### src/rtl/frame_transmitter.sv
// frame_transmitter: serializes eight 24-bit GRB LED frames MSB-first, one bit
// per new_bit_rqst, and asks upstream for a fresh frame set after LED 7.
module frame_transmitter (
    input  logic        clk,
    input  logic        rstn,
    input  logic        new_frame_rqst,
    input  logic        new_bit_rqst,
    input  logic [23:0] frame_for_led0,
    input  logic [23:0] frame_for_led1,
    input  logic [23:0] frame_for_led2,
    input  logic [23:0] frame_for_led3,
    input  logic [23:0] frame_for_led4,
    input  logic [23:0] frame_for_led5,
    input  logic [23:0] frame_for_led6,
    input  logic [23:0] frame_for_led7,
    output logic        all_bits_shifted,
    output logic        bit_to_transmit,
    output logic        new_frames_set_rqst,
    output logic [23:0] frame_to_transmit_dbg,
    output logic [2:0]  no_of_frame_dbg
);

    localparam int unsigned FRAME_W = 24;
    localparam int unsigned LED_N   = 8;
    localparam int unsigned IDX_W   = 3;
    localparam int unsigned CNT_W   = 5;

    logic [FRAME_W-1:0] shreg_q, shreg_d;
    logic [CNT_W-1:0]   cnt_q,   cnt_d;
    logic [IDX_W-1:0]   idx_q,   idx_d;
    logic               done_q,  done_d;
    logic               wrap_q,  wrap_d;
    logic [FRAME_W-1:0] frame_sel;

    // Pick the frame belonging to the current LED index
    always_comb begin
        frame_sel = frame_for_led0;
        case (idx_q)
            IDX_W'(1): frame_sel = frame_for_led1;
            IDX_W'(2): frame_sel = frame_for_led2;
            IDX_W'(3): frame_sel = frame_for_led3;
            IDX_W'(4): frame_sel = frame_for_led4;
            IDX_W'(5): frame_sel = frame_for_led5;
            IDX_W'(6): frame_sel = frame_for_led6;
            IDX_W'(7): frame_sel = frame_for_led7;
            default:   frame_sel = frame_for_led0;
        endcase
    end

    // Next state: load beats shift; a shift with nothing left is ignored
    always_comb begin
        shreg_d = shreg_q;
        cnt_d   = cnt_q;
        idx_d   = idx_q;
        done_d  = done_q;
        wrap_d  = 1'b0;
        if (new_frame_rqst) begin
            shreg_d = frame_sel;
            cnt_d   = CNT_W'(FRAME_W);
            done_d  = 1'b0;
        end else if (new_bit_rqst && (cnt_q != CNT_W'(0))) begin
            shreg_d = {shreg_q[FRAME_W-2:0], 1'b0};
            cnt_d   = cnt_q - CNT_W'(1);
            if (cnt_q == CNT_W'(1)) begin
                done_d = 1'b1;
                idx_d  = idx_q + IDX_W'(1);
                wrap_d = (idx_q == IDX_W'(LED_N - 1));
            end
        end
    end

    // State registers, asynchronously cleared
    always_ff @(posedge clk or negedge rstn) begin
        if (!rstn) begin
            shreg_q <= '0;
            cnt_q   <= '0;
            idx_q   <= '0;
            done_q  <= 1'b1;
            wrap_q  <= 1'b0;
        end else begin
            shreg_q <= shreg_d;
            cnt_q   <= cnt_d;
            idx_q   <= idx_d;
            done_q  <= done_d;
            wrap_q  <= wrap_d;
        end
    end

    // Outputs are direct views of registers
    assign all_bits_shifted      = done_q;
    assign bit_to_transmit       = shreg_q[FRAME_W-1];
    assign new_frames_set_rqst   = wrap_q;
    assign frame_to_transmit_dbg = shreg_q;
    assign no_of_frame_dbg       = idx_q;

endmodule

### config.mk
export PLATFORM = sky130hd
export DESIGN_NAME = frame_transmitter
export DESIGN_NICKNAME = d
export VERILOG_FILES = /design/src/rtl/frame_transmitter.sv
export SDC_FILE = /design/constraint.sdc
export NUM_CORES = 1
export LEC_CHECK = 0
export BUFFER_PORTS_ARGS = -buffer_cell sky130_fd_sc_hd__buf_2
export CAP_MARGIN = 15
export CORE_ASPECT_RATIO = 0.8
export CORE_MARGIN = 2
export CORE_UTILIZATION = 44
export DETAILED_ROUTE_END_ITERATION = 10
export PLACE_DENSITY = 0.88
export SKIP_LAST_GASP = 1
export SYNTH_ARGS = -nofsm -noshare
export SYNTH_HDL_FRONTEND = slang
export SYNTH_SLANG_ARGS = --single-unit
### constraint.sdc
create_clock -name clk -period 5.78 [get_ports clk]
set_clock_uncertainty 0.15 [all_clocks]
set_input_delay 0.289 -clock clk [delete_from_list [all_inputs] [get_ports clk]]
set_output_delay 0.289 -clock clk [all_outputs]
set_load 0.1 [all_outputs]
==> flow_metrics.tcl, run 1 <==
set metrics [dict create \
    place_congestion 0.8828 \
    min_period_ns 3.628 \
    synth.distinct_cells 32 \
    die_w_um 96.00 \
    portBuffers 225 \
    track_usage 0.2856 \
    critical_path_class "reg2reg" \
    setup_violations 0 \
    cellLeakagePower_nw 2.110 \
    run_status "complete, no violations" \
    vias 3622 \
    wl_met1_um 4298 \
    rsz0062_at_grt "false" \
    crit_arrival_ns 3.60 \
    firstDrtPassIters 8 \
    top_layer "met4" \
    syn-cell-area_um2 2979 \
    synthCells 329 \
    synth_ff_type "dfrtp_1" \
    antenna_found_initial 0 \
    fill_cells 576 \
    drt_iter0_drc 420 \
    setup.worst_path.end_class "flop" \
    clock_latency_ns 0.28 \
    hp-class "in2reg" \
    reg2regPathDepth 7 \
    htree_levels 2 \
    die_area_um2 7449 \
    fin_setup_tns_ns 0 \
    grt_pass1_wl_um 16890 \
    layout_common_cells "buf_2 (225), nand2_1 (50), dfrtp_1 (32), mux2_2 (25), o21ai_0 (25)" \
    ys_seq_elements 34 \
    wl_per_cell_um 17.74 \
    drc_errors 0 \
    finalHoldViolCount 0 \
    max_slew.worst_pin.slew_ns 1.207 \
    worstPathRequired_ns 5.75 \
    peakVddDrop_uv 88.23 \
    startpoint_type "flop" \
    placementRows 26 \
    crit_fanout 51 \
    syn_area_per_cell_um2 9.055 \
    boundaryPins 226 \
    post-route-period-util 0.6278 \
    initial_utilization 0.4602 \
    drt-vias-per-instance 5.928 \
    final_nets 730 \
    diodes 0 \
    core_um2 6474 \
    slew_viol_final 0 \
    grt_pass1_vias 3535 \
    final_common_cell "buf_2" \
    worstHoldPathCells 3 \
    syn_nets 533 \
    grt_max_degree 56 \
    cts_tree "done" \
    cap_violations 0 \
    area_growth_pct 39.56 \
    p_total_w 0.0008148 \
    cts.sinks 34 \
    fmax_ghz 0.2756 \
    slowest_stage "dfrtp_2" \
    pwr_density_cell_nw_per_um2 196.0 \
    ant_nets 0 \
    wl_met2_um 5286 \
    route.final.wire_length_um 10840 \
    critical_path.cell_chain "inv_1 -> ha_1 -> nor4_1 -> nand2_1 -> buf_16 -> o21ai_0 -> o22ai_1" \
    relSlewSlack 0.1954 \
    grt-ovfl-total 0 \
    synth_edf_count 0 \
    cts-root-buf "clkbuf_8" \
    ys_async_sr_fraction 1.000 \
    dp_hpwl_um 7842 \
    routed-wl-met3_um 1085 \
    cts_setup_buffers 0 \
    yosys_warnings 0 \
    ys_seq_area_frac 0.2860 \
    clockBufferDepth 2 \
    drive_gt1_frac 0.5047 \
    clk_pin_slew_ns 0.07 \
    cp_slowest_stage_delay_ns 1.06 \
    die_y_um 77.60 \
    cts_inserted_buffers 5 \
]
==> through the flow <==
stage / cells / hold slack [ns] / setup slack [ns] / instance area (µm²) / utilization
2_1_floorplan: 329 / -0.1566 / 2.631 / 2979 / -
3_3_place_gp: 601 / 0.2546 / 1.966 / 4029 / 0.6223
3_5_place_dp: 601 / 0.2656 / 1.723 / 4029 / 0.6223
4_1_cts: 610 / 0.1801 / 1.708 / 4130 / 0.6380
5_1_grt: 611 / 0.1883 / 1.934 / 4158 / 0.6423
6_report: 611 / 0.1864 / 2.152 / 4158 / 0.6423
==> layer usage <==
layer  track usage  vias to the layer above
li1              -                     1679
met1        0.3751                     1698
met2        0.4785                      223
met3       0.05340                       22
met4       0.07429                        0
met5             0                        -
==> worst max-delay path, delay by kind of cell, from the launching register on <==
family / cells / cell delay, ns
AND/OR/NAND/NOR: 2 / 0.76
flip-flops: 1 / 1.06
adder cells (fa/ha/maj): 1 / 0.64
AO/OA/AOI/OAI: 2 / 0.32
buffers and inverters: 2 / 0.53
==> cell usage after synthesis (all sizes together) (2+ instances only) <==
master	count	area, µm²
o21ai	25	125.1
xnor2	2	17.52
mux2i	24	240.2
clkbuf	29	108.9
o22ai	24	150.1
a22oi	2	15.01
and4	22	192.7
nor2	6	22.52
a22o	22	192.7
nand2	50	187.7
dfrtp	33	825.8
nand3	3	15.01
ha	8	100.1
xor2	2	17.52
inv	7	26.28
o2111a	2	22.52
mux2	25	281.5
a222oi	24	240.2
buf	9	83.83
==> registers in the layout, indices dropped and copies added (netlist names) <==
name	cells
new_frames_set_rqst	1
no_of_frame_dbg	3
all_bits_shifted	1
cnt_q	5
frame_to_transmit_dbg	24
==> timing repair <==
| item | CTS | global route |
|---|---|---|
| hold buffers | 1 | 0 |
| endpoints found under the hold margin | 33 | 0 |
| gates resized for setup | 0 | 0 |
==> cell type report <==
class	count	area (µm²)	share of cell area
flip-flops and latches	34	853.3	0.2052
repair buffers	228	1171	0.2817
well taps	84	105.1	0.02528
clock buffers	7	86.33	0.02076
inverters	7	26.28	0.006320
clock inverters	1	5.005	0.001204
multi-input cells	250	1911	0.4595
==> report_power, final <==
part	internal [W]	switching, W
clock network	0.0000961	0.0000870
logic	0.000118	0.000233
registers	0.000260	0.0000205
total	0.000474	0.000341
==> cell families (layout without fill, tap and decap cells) <==
kind of cell               count (synthesis)  after routing  share of synthesized area
muxes                                     49             49                     0.1751
buffers and inverters                     45            243                    0.07350
DFF                                       34             34                     0.2860
AOI/OAI and AO/OA                        101            101                     0.2570
and+or+nand+nor                           88             88                     0.1630
xor gates and xnor gates                   4              4                    0.01176
adders and majority gates                  8              8                    0.03360
==> worst paths after layout <==
kind / startpoint / endpoint / slack [ns]
hold / removal: frame_for_led0[8] / frame_to_transmit_dbg[8] / 0.19
hold reg to reg: all_bits_shifted / all_bits_shifted / 0.32
setup / recovery: no_of_frame_dbg[2] / frame_to_transmit_dbg[5] / 2.15
min in group asynchronous: rstn / frame_to_transmit_dbg[6] / 0.47
max in group asynchronous: rstn / no_of_frame_dbg[2] / 4.46
setup reg to reg: no_of_frame_dbg[2] / frame_to_transmit_dbg[5] / 2.15
(Power assumes the default switching activity.)
==> run 2: changes to the inputs <==
CORE_UTILIZATION = 37   (was 44)
PLACE_DENSITY = 0.79   (was 0.88)
clock period = 2.91 ns   (was 5.78 ns; I/O delays follow)
==> flow_metrics.tcl, run 2 (synthesis gave the netlist of run 1 again) <==
set metrics [dict create \
    cp_slowest_stage_delay_ns 0.44 \
    htree_levels 2 \
    cts-root-buf "clkbuf_8" \
    drc_errors 0 \
    run_status "complete, no violations" \
    placementRows 29 \
    largest_reg_flops 24 \
    hp-class "in2reg" \
    p_comb_frac 0.427 \
    r2r_start "no_of_frame_dbg[0]" \
    cts_resized 0 \
    ant_nets 0 \
    setup_violations 0 \
    cap_violations 0 \
    die_w_um 104.3 \
    min_period_ns 2.371 \
    p_total_w 0.001633 \
    grt_pass1_wl_um 17500 \
    critical_path_class "reg2reg" \
    vias 3683 \
    p_sw_w 0.0006932 \
    grt_max_degree 35 \
    grt_pass1_vias 3676 \
    slew_viol_final 0 \
    cts.sinks 34 \
    clk_pin_slew_ns 0.08 \
    grt-ovfl-total 0 \
    fin_setup_tns_ns 0 \
    switching_share 0.4244 \
    worstHoldPathCells 3 \
    diodes 0 \
    crit_top_cell "ha_1" \
    cellLeakagePower_nw 2.144 \
    power.internal_w 0.0009403 \
    hold_end "frame_to_transmit_dbg[16]" \
    drt-vias-per-instance 5.719 \
    place_congestion 0.8274 \
    clockBufferDepth 2 \
    relSlewSlack 0.4542 \
    rsz0062_at_grt "false" \
    peakVddDrop_uv 168.6 \
    pwr_density_cell_nw_per_um2 384.7 \
    slowest_stage "dfrtp_1" \
    portBuffers 225 \
    finalHoldViolCount 0 \
    die_y_um 84.26 \
    worstPathRequired_ns 2.91 \
    crit_fanout 22 \
    firstDrtPassIters 6 \
    wl_per_cell_um 17.49 \
    startpoint_type "flop" \
    hold_start "frame_for_led0[16]" \
    layout_common_cells "buf_2 (225), nand2_1 (50), dfrtp_1 (32), mux2_2 (25), o21ai_0 (25)" \
    final_common_cell "buf_2" \
    clock_latency_ns 0.29 \
    route.final.wire_length_um 11270 \
    p_seq_frac 0.342 \
    cts_inserted_buffers 5 \
    post-route-period-util 0.8148 \
    die_area_um2 8790 \
    max_slew.worst_pin.slew_ns 0.8187 \
    crit_family "adder cells" \
    area_growth_pct 42.55 \
    track_usage 0.2462 \
    clockPowerShare 0.231 \
    boundaryPins 226 \
    dp_hpwl_um 8384 \
    rrSetupSlack_ns 0.54 \
    core_um2 7874 \
    crit_buf_inv 1 \
    crit_arrival_ns 2.37 \
    final_nets 739 \
    drive_gt1_frac 0.5149 \
    r2r_end "frame_to_transmit_dbg[10]" \
    drt_iter0_drc 290 \
    initial_utilization 0.3784 \
    reg2regPathDepth 7 \
    setup.worst_path.end_class "flop" \
    cts_setup_buffers 0 \
    cts_tree "done" \
    antenna_found_initial 0 \
    fmax_ghz 0.4217 \
    critical_path.cell_chain "ha_1 -> ha_1 -> nor4_1 -> nand2_1 -> buf_4 -> o21ai_0 -> o22ai_1" \
]
==> run 2: stage by stage <==
| step | cells | util | instance area (µm²) | hold slack, ns | setup WS [ns] |
|---|---|---|---|---|---|
| global placement | 634 | 0.5241 | 4126 | 0.1252 | 0.4934 |
| detailed placement | 634 | 0.5241 | 4126 | 0.1327 | 0.3780 |
| global route | 644 | 0.5393 | 4247 | 0.04121 | 0.3880 |
| finish | 644 | 0.5393 | 4247 | 0.03838 | 0.5388 |
| CTS | 643 | 0.5374 | 4232 | 0.03212 | 0.3575 |
| floorplan | 329 | - | 2980 | -0.3001 | 0.07521 |
==> run 2: worst register-to-register path: stages (launching register included) <==
cell and delay [ns]:
dfrtp_1 0.44, ha_1 0.24, ha_1 0.39, nor4_1 0.35
nand2_1 0.10, buf_4 0.21, o21ai_0 0.24, o22ai_1 0.11
==> run 2: layout make-up <==
cell class	count	area, µm²
sequential	34	853.3
clock inverter	2	12.51
inverter	7	26.28
multi-input combinational	250	1911
clock buffer	6	82.58
timing repair buffer	237	1226
tap	108	135.1
fill	762	3627
==> run 2: power groups by stage <==
| stage | Clock [W] | Combinational, W | Sequential (W) |
|---|---|---|---|
| floorplan | 0 | 0.000211 | 0.000828 |
| global placement | 0 | 0.000684 | 0.000564 |
| detailed placement | 0 | 0.000695 | 0.000566 |
| CTS | 0.000389 | 0.000698 | 0.000558 |
| global route | 0.000415 | 0.000736 | 0.000564 |
| finish | 0.000377 | 0.000698 | 0.000558 |
==> run 2: how the worst max path moves through the flow <==
stage / start / to / slack (ns) / cells after the start
global route: no_of_frame_dbg[0] / frame_to_transmit_dbg[21] / 0.39 / 7
detailed placement: no_of_frame_dbg[0] / frame_to_transmit_dbg[19] / 0.38 / 6
global placement: no_of_frame_dbg[0] / frame_to_transmit_dbg[0] / 0.49 / 6
floorplan: no_of_frame_dbg[2] / frame_to_transmit_dbg[13] / 0.08 / 11
finish: no_of_frame_dbg[0] / frame_to_transmit_dbg[10] / 0.54 / 7
CTS: no_of_frame_dbg[0] / frame_to_transmit_dbg[19] / 0.36 / 6
==> run 2: repair_timing <==
item / 4_1_cts / 5_1_grt
setup endpoints to repair: 0 / 0
hold endpoints to repair: 33 / 0
hold buffers: 1 / 0
==> run 2: layer usage <==
| metal | vias up | part of all wire | GRT usage | wire, µm |
|---|---|---|---|---|
| met4 | 0 | 0.0099 | 0.07494 | 112 |
| met3 | 12 | 0.079 | 0.04037 | 893 |
| met1 | 1782 | 0.41 | 0.3022 | 4619 |
| li1 | 1695 | - | - | - |
| met2 | 194 | 0.50 | 0.4439 | 5640 |
| met5 | - | 0 | 0 | 0 |
